===== config.mk =====
export PLATFORM = sky130hd
export DESIGN_NAME = irq_collector
export DESIGN_NICKNAME = d
export VERILOG_FILES = /design/src/rtl/irq_pkg.sv /design/src/rtl/irq_edge_det.sv /design/src/rtl/irq_collector.sv
export SDC_FILE = /design/constraint.sdc
export NUM_CORES = 1
export LEC_CHECK = 0
export ABC_CLOCK_PERIOD_IN_PS = 2100
export CORE_MARGIN = 2
export CORE_UTILIZATION = 45
export CTS_CLUSTER_DIAMETER = 80
export CTS_CLUSTER_SIZE = 20
export DETAILED_ROUTE_END_ITERATION = 12
export PLACE_DENSITY = 0.88
export SYNTH_ARGS = -nofsm -noshare
export SYNTH_HDL_FRONTEND = slang
export SYNTH_SLANG_ARGS = --single-unit

===== constraint.sdc =====
create_clock -name clk -period 2.1 [get_ports clk]
set_input_delay 0.21 -clock clk [delete_from_list [all_inputs] [get_ports clk]]
set_output_delay 0.21 -clock clk [all_outputs]
set_load 0.02 [all_outputs]

===== src/rtl/irq_pkg.sv =====
// Shared types and defaults for the interrupt collector.
package irq_pkg;

    localparam int N_DEFAULT = 4;

    typedef enum logic [0:0] {
        IDLE    = 1'b0,
        PRESENT = 1'b1
    } irq_state_t;

endpackage


===== src/rtl/irq_edge_det.sv =====
// Rising-edge detector: keeps the previous request levels and flags 0->1 transitions.
module irq_edge_det #(
    parameter int W = 16
) (
    input  logic         clk,
    input  logic         rst_n,
    input  logic [W-1:0] req_in,
    output logic [W-1:0] rise
);

    logic [W-1:0] req_d;

    // Reset to zero so a line already high at reset release counts as a rise.
    always_ff @(posedge clk or negedge rst_n) begin
        if (!rst_n) begin
            req_d <= '0;
        end else begin
            req_d <= req_in;
        end
    end

    assign rise = req_in & ~req_d;

endmodule


===== src/rtl/irq_collector.sv =====
// Collects edge-triggered requests into a pending vector and presents one index at a
// time, using an external priority encoder that maps pend_o to idx_i.
module irq_collector
    import irq_pkg::*;
#(
    parameter int N = N_DEFAULT
) (
    input  logic              clk,
    input  logic              rst_n,
    input  logic [(2**N)-1:0] req_in,
    input  logic [(2**N)-1:0] mask,
    output logic [(2**N)-1:0] pend_o,
    input  logic [N-1:0]      idx_i,
    output logic              irq_valid,
    output logic [N-1:0]      irq_id,
    input  logic              irq_ack,
    output logic [(2**N)-1:0] ovf_o,
    output logic              err_o,
    input  logic              clr_i,
    output irq_state_t        dbg_state
);

    localparam int W = 2**N;

    // Handshake: irq_id is offered while irq_valid is high and is held unchanged
    // until the edge where irq_ack is also high; that edge completes the transfer.

    irq_state_t   state;
    logic [W-1:0] pending;
    logic [W-1:0] rise;
    logic [W-1:0] clear_vec;
    logic [W-1:0] ovf_set;
    logic         any_pend;
    logic         idx_hit;
    logic         err_set;

    irq_edge_det #(.W(W)) u_edge (
        .clk    (clk),
        .rst_n  (rst_n),
        .req_in (req_in),
        .rise   (rise)
    );

    assign pend_o    = pending & mask;
    assign any_pend  = |pend_o;
    assign idx_hit   = pend_o[idx_i];
    assign irq_valid = (state == PRESENT);
    assign dbg_state = state;

    always_comb begin
        clear_vec = '0;
        if (state == PRESENT && irq_ack) begin
            clear_vec[irq_id] = 1'b1;
        end
    end

    // A rise on the bit being acknowledged is a fresh request, not a lost one.
    assign ovf_set = rise & pending & ~clear_vec;
    assign err_set = (state == IDLE) && any_pend && !idx_hit;

    always_ff @(posedge clk or negedge rst_n) begin
        if (!rst_n) begin
            pending <= '0;
            ovf_o   <= '0;
            err_o   <= 1'b0;
        end else begin
            pending <= (pending & ~clear_vec) | rise;
            ovf_o   <= clr_i ? ovf_set : (ovf_o | ovf_set);
            err_o   <= clr_i ? err_set : (err_o | err_set);
        end
    end

    always_ff @(posedge clk or negedge rst_n) begin
        if (!rst_n) begin
            state  <= IDLE;
            irq_id <= '0;
        end else begin
            case (state)
                IDLE: begin
                    if (any_pend && idx_hit) begin
                        irq_id <= idx_i;
                        state  <= PRESENT;
                    end
                end
                PRESENT: begin
                    if (irq_ack) begin
                        state <= IDLE;
                    end
                end
                default: state <= IDLE;
            endcase
        end
    end

endmodule


Word-level counts from Yosys, hierarchy flattened

Cells that the tools add are included.

Flip-flop bits (word level): 54
Bits of input ports: 40
Output and inout port bits: 39
Word-level logic and storage cells: 38

$lt $le $gt $ge: 3
Multiplexer cells: 10
Bitwise operators: 11
Reduce and logical (&&, ||, !) cells: 8

Operators by type and width:

| cell                                                                         | count |
|---|---|
| 16-bit AND                                                                   | 5 |
| 16-bit 2-to-1 mux                                                            | 2 |
| 16-bit inverter                                                              | 2 |
| 16-bit OR                                                                    | 2 |
| 16-bit OR reduction                                                          | 1 |
| 4-bit by 5-bit less-than comparator with 1-bit output, second input constant | 2 |
| 1-bit logical AND                                                            | 5 |
| 1-bit 2-to-1 mux                                                             | 5 |
| 1-bit binary-select mux with 4-bit select                                    | 1 |
| 1-bit demux with 4-bit select                                                | 1 |
| 4-bit by 1-bit >= comparator with 1-bit output, second input constant        | 1 |
| 1-bit case mux with 2 select lines                                           | 1 |
| 2-bit AND reduction                                                          | 1 |
| 1-bit logical NOT                                                            | 1 |
| 1-bit inverter                                                               | 1 |
| 1-bit OR                                                                     | 1 |

Longest topological paths before layout

Word-level depth: 9
Depth in mapped cells: 6
Mapped depth without buffers: 5

Hierarchy

A second synthesis with hierarchy kept.

Cells, all modules: 222
Area total of the unflattened synthesis: 2452.4 µm²

Modules (own cells, without submodules):

| module        | instances | cells each | area each (µm²) | seq. area each (µm²) |
|---|---|---|---|---|
| irq_collector | 1         | 190        | 1831.8          | 950.9 |
| irq_edge_det  | 1         | 32         | 620.6           | 400.4 |

Worst setup path after synthesis

No wires, ideal clock.

Kind: register to register
From: register pending[7]
To: register irq_id[0]
Setup time: 0.125 ns
Data arrival time: 1.921 ns
Required time: 1.975 ns
Setup slack: 0.054 ns
Cell stages (with the launch flop): 6
Path buffers: 0
Period minus slack after synthesis: 2.046 ns
Path through: dfrtp_1 and2_1 or4_4 o41ai_4 nor3_2 mux2_4

Longest elaborated chain between the ends: 5
Elaborated cells on any way between the ends: 6
Classes of those cells: mux (2); bitwise (1); reduce/logical (3)

RTL lines:

| element                                   | RTL line            | text |
|---|---|---|
| from (decl)                               | irq_collector.sv:29 | `logic [W-1:0] pending;` |
| from (signal assigned)                    | irq_collector.sv:67 | `pending <= (pending & ~clear_vec) \| rise;` |
| 16-bit AND *                              | irq_collector.sv:44 | `assign pend_o = pending & mask;` |
| named net pend_o[7]                       | irq_collector.sv:12 | `output logic [(2**N)-1:0] pend_o,` |
| 1-bit binary-select mux with 4-bit select | irq_collector.sv:46 | `assign idx_hit = pend_o[idx_i];` |
| 1-bit 2-to-1 mux (implied by the code)    | irq_collector.sv:46 |  |
| 1-bit logical AND *                       | irq_collector.sv:80 | `if (any_pend && idx_hit) begin` |
| 2-bit AND reduction (no line) *           | n/a                 |  |
| to (signal assigned)                      | irq_collector.sv:81 | `irq_id <= idx_i;` |
| to (decl)                                 | irq_collector.sv:15 | `output logic [N-1:0] irq_id,` |

The timed path passes the listed nets; every way through them passes the cells marked *. The select of a mux whose other input is x is not followed.
A chain may end at the register's enable or synchronous reset.

Worst setup path after layout

From: register pending[5]
To: register irq_id[2]

Longest elaborated chain between the ends: 5
Elaborated cells on any way between the ends: 6
Classes of those cells: mux (2); bitwise (1); reduce/logical (3)

RTL lines:

| element                                   | RTL line |
|---|---|
| 16-bit AND *                              | irq_collector.sv:44 |
| 1-bit binary-select mux with 4-bit select | irq_collector.sv:46 |
| 1-bit 2-to-1 mux (implied by the code)    | irq_collector.sv:46 |
| 1-bit logical AND *                       | irq_collector.sv:80 |
| 2-bit AND reduction (no line) *           | n/a |

Mark *: on every way between the ends. The rest lies on a longest branch, timed or not. The select of a mux whose other input is x is not followed.

==> implementation parameters <==
Parameter                              Value

Run status
  Run status    finished, violations left
  Violations in the final reports    negative setup slack

Synth
  Post-Synthesis Net Count    248
  Simple-gate share of the synthesized area    22.5%
  Portion of the post-synthesis area used by sequential elements    59.6%
  Mean Syn Cell Area    10.9 um2
  Cell taking the most area after synthesis    sky130_fd_sc_hd__dfrtp_1
  Share of synthesized area spent on multiplexers    2.65%
  Cell count after synthesis    208
  Cell types with the largest area share after synthesis    sky130_fd_sc_hd__dfrtp_1, sky130_fd_sc_hd__o22ai_1, sky130_fd_sc_hd__nand2b_1
  Adder-cell share of the synthesized area    0%
  XOR/XNOR share of the synthesized area    0%
  Syn Std Cell Area    0.00227 mm2
  Number of warnings reported in the yosys synthesis log    0
  Portion of synthesized cell area occupied by the leading cell type    59.6%
  Share of the synthesized area in compound gates (AO/OA/AOI/OAI)    11.2%
  Dominant combinational cell family by area after synthesis    simple AND/OR/NAND/NOR gates
  Synth cell types    26
  Register bit total from synthesis    54

GRT
  Via count of the first global-routing pass    2039
  Antenna violations before repair    0
  GR Util All Layers    23.1%
  Leftover overflow at the end of global routing    0
  Pin count of the biggest net entering global routing    31
  Wire length of the first global-routing pass    9580 um

Worst setup path
  Arrival time at the worst endpoint    2300 ps
  Family with the most delay on the worst path    simple AND/OR/NAND/NOR gates
  Worst setup SP type    flip-flop
  Worst path slowest cell    sky130_fd_sc_hd__or4_4
  Worst setup EP type    flip-flop
  Worst path buffer plus inverter count    0
  Required time worst endpoint    2290 ps
  Worst-path fanout max    5
  Critical path cell sequence    and2_1 > or4_4 > o41ai_4 > nor3_4 > mux2_4
  Slowest Stage Delay on Critical Path    550 ps
  Critical path type    flip-flop to flip-flop

Route
  Met3 layer wire length in the routed design    520 um
  Highest metal layer used by the detailed router    met4
  Drt total wl    6000 um
  Number of iterations in the first detailed-routing pass    4
  Wire length on met1    2300 um
  Routed length on met2    3020 um
  Total via count in the routed design    1996
  Number of remaining DRC errors    0
  Average wire per standard cell    15.8 um
  DRC violation total after the first TritonRoute iteration    152
  Remaining number of nets flagged by the antenna check after routing    0
  Via density per instance    5.25

Finish
  Fin util    71.7%
  Most common cell after layout, fill and taps aside    sky130_fd_sc_hd__clkdlybuf4s50_1
  Net total in the final layout    352
  Antenna diodes    0
  Share of layout cells above drive strength 1    14.1%
  Commonest cells after routing, fill and taps aside    sky130_fd_sc_hd__clkdlybuf4s50_1, sky130_fd_sc_hd__dfrtp_1, sky130_fd_sc_hd__nand2_1, sky130_fd_sc_hd__buf_4, sky130_fd_sc_hd__o22ai_1
  Area occupied by multi-input gates    840 um2
  Number of inserted filler cells in the final layout    353
  Sequential cell area    0.00135 mm2
  Area growth from synthesis to layout    51.4%

Power and ir drop
  Maximum vdd drop    0.000443 V
  Static leakage    1.42 nW
  Power Total    3.07 mW
  Power per Cell Area    895 mW/mm2

CTS
  Clock tree buffer depth    2
  TritonCTS clock tree    done
  TritonCTS Sinks    54
  Clock latency of the later-clocked register in the worst-skew pair    300 ps
  Clock H-tree levels    2
  CTS Buf Count    5
  Post CTS Setup Buffer Count    0
  Clock tree root buffer cell    sky130_fd_sc_hd__clkbuf_8
  Clock Pin Slew Worst Setup and Hold Paths    90 ps

STA
  Final worst-path setup slack    -3.08 ps
  RSZ-0062 raised after global routing    true
  Slew at the pin with the worst max-slew slack    605 ps
  Final hold violation count    0
  Final clock skew    4.78 ps
  Worst-case headroom to the max-slew limit    59.6%
  Minimum clock period    2100 ps
  Final Setup Violations    2
  Number of pins exceeding their max-slew limit in the final report    0
  Fmax achieved    475 MHz
  Final critical-path share of the clock period    100%
  Fin Setup TNS    -3.83 ps

Floorplan
  Core ar.    0.00479 mm2
  Chip Width    75 um
  Die area    0.00563 mm2
  Site row count    25
  Effective utilization at floorplan    47.4%
  Die span in y    75 um
  # IOs    79

Worst hold path
  Worst min path class    input pin to flip-flop

Flow run
  Maximum capacitance violations    0

Placed design
  # port buffers    78
  Detailed Place HPWL    4590 um
  Final GP Congestion    0.938
==> what timing repair did <==
item / 4_1_cts / 5_1_grt
endpoints found under the setup margin: 0 / 4
resized for setup: 0 / 4
hold buffers: 1 / 0
endpoints found under the hold margin: 24 / 0
==> logic make-up after synthesis <==
kind of cell | Yosys count
simple gates | 86
mux | 4
compound gates | 41
flops | 54
buf+inv | 23
==> per-stage QoR <==
step	hold slack, ps	std cells	setup WS [ps]	cell area [um2]
after floorplan	-85.6	208	54.1	2270
after global placement	246	371	-193	3310
after detailed placement	249	371	-260	3310
after CTS	365	380	1.12	3420
after global routing	373	380	-42.2	3430
final	366	380	-3.08	3430
==> report_power, final <==
part	total [mW]	internal (mW)	switching, mW
Sequential	1.35	1.20	0.143
Clock	0.586	0.265	0.321
Combinational	1.14	0.575	0.564
Total	3.07	2.04	1.03
==> cells in the mapped netlist <==
library cell,instances
sky130_fd_sc_hd__or2_1,1
sky130_fd_sc_hd__nand4_1,6
sky130_fd_sc_hd__nand3_1,5
sky130_fd_sc_hd__o41ai_4,1
sky130_fd_sc_hd__nand2b_1,18
sky130_fd_sc_hd__and2_1,15
sky130_fd_sc_hd__o21ai_1,3
sky130_fd_sc_hd__and2_4,1
sky130_fd_sc_hd__mux2_4,4
sky130_fd_sc_hd__or4_1,2
sky130_fd_sc_hd__inv_1,18
sky130_fd_sc_hd__nand3b_1,4
sky130_fd_sc_hd__nand2_1,20
sky130_fd_sc_hd__a21oi_1,4
sky130_fd_sc_hd__o22ai_1,19
sky130_fd_sc_hd__dfrtp_1,54
sky130_fd_sc_hd__o21bai_1,1
sky130_fd_sc_hd__o21ai_0,13
sky130_fd_sc_hd__nor3_2,1
sky130_fd_sc_hd__or3_1,1
sky130_fd_sc_hd__nor2_1,4
sky130_fd_sc_hd__nand4b_1,6
sky130_fd_sc_hd__or4_4,2
sky130_fd_sc_hd__clkbuf_1,2
sky130_fd_sc_hd__buf_4,1
sky130_fd_sc_hd__buf_2,2
==> layer usage <==
layer | vias to the layer above | track usage, %
met5 | - | 0
met4 | 0 | 8.13
met3 | 17 | 6.16
met2 | 93 | 39.0
met1 | 957 | 28.7
li1 | 929 | -
==> registers in the layout (all words and copies together) (netlist names) <==
| name | flops |
|---|---|
| pending | 16 |
| err_o | 1 |
| u_edge.req_d | 16 |
| dbg_state | 1 |
| ovf_o | 16 |
| irq_id | 4 |
==> final timing paths <==
check / startpoint / to / slack, ps / cells past startpoint
min in group asynchronous: rst_n / ovf_o[10]$_DFF_PN0_ / 460 / 2
max reg2reg: pending[5]$_DFF_PN0_ / irq_id[2]$_DFFE_PN0P_ / -3 / 5
max in group asynchronous: rst_n / ovf_o[9]$_DFF_PN0_ / 1080 / 3
min: req_in[6] / u_edge.req_d[6]$_DFF_PN0_ / 370 / 1
min reg2reg: u_edge.req_d[9]$_DFF_PN0_ / pending[9]$_DFF_PN0_ / 520 / 2
max: pending[5]$_DFF_PN0_ / irq_id[2]$_DFFE_PN0P_ / -3 / 5
==> final cells by class <==
class	instances	area share, %
clock inverter	2	0.364
clock buffer	6	2.41
tap	67	2.44
timing repair buffer	102	29.0
multi-input combinational	131	24.5
sequential	54	39.4
inverter	18	1.97
Note: power is estimated with default switching activity, not from simulation.
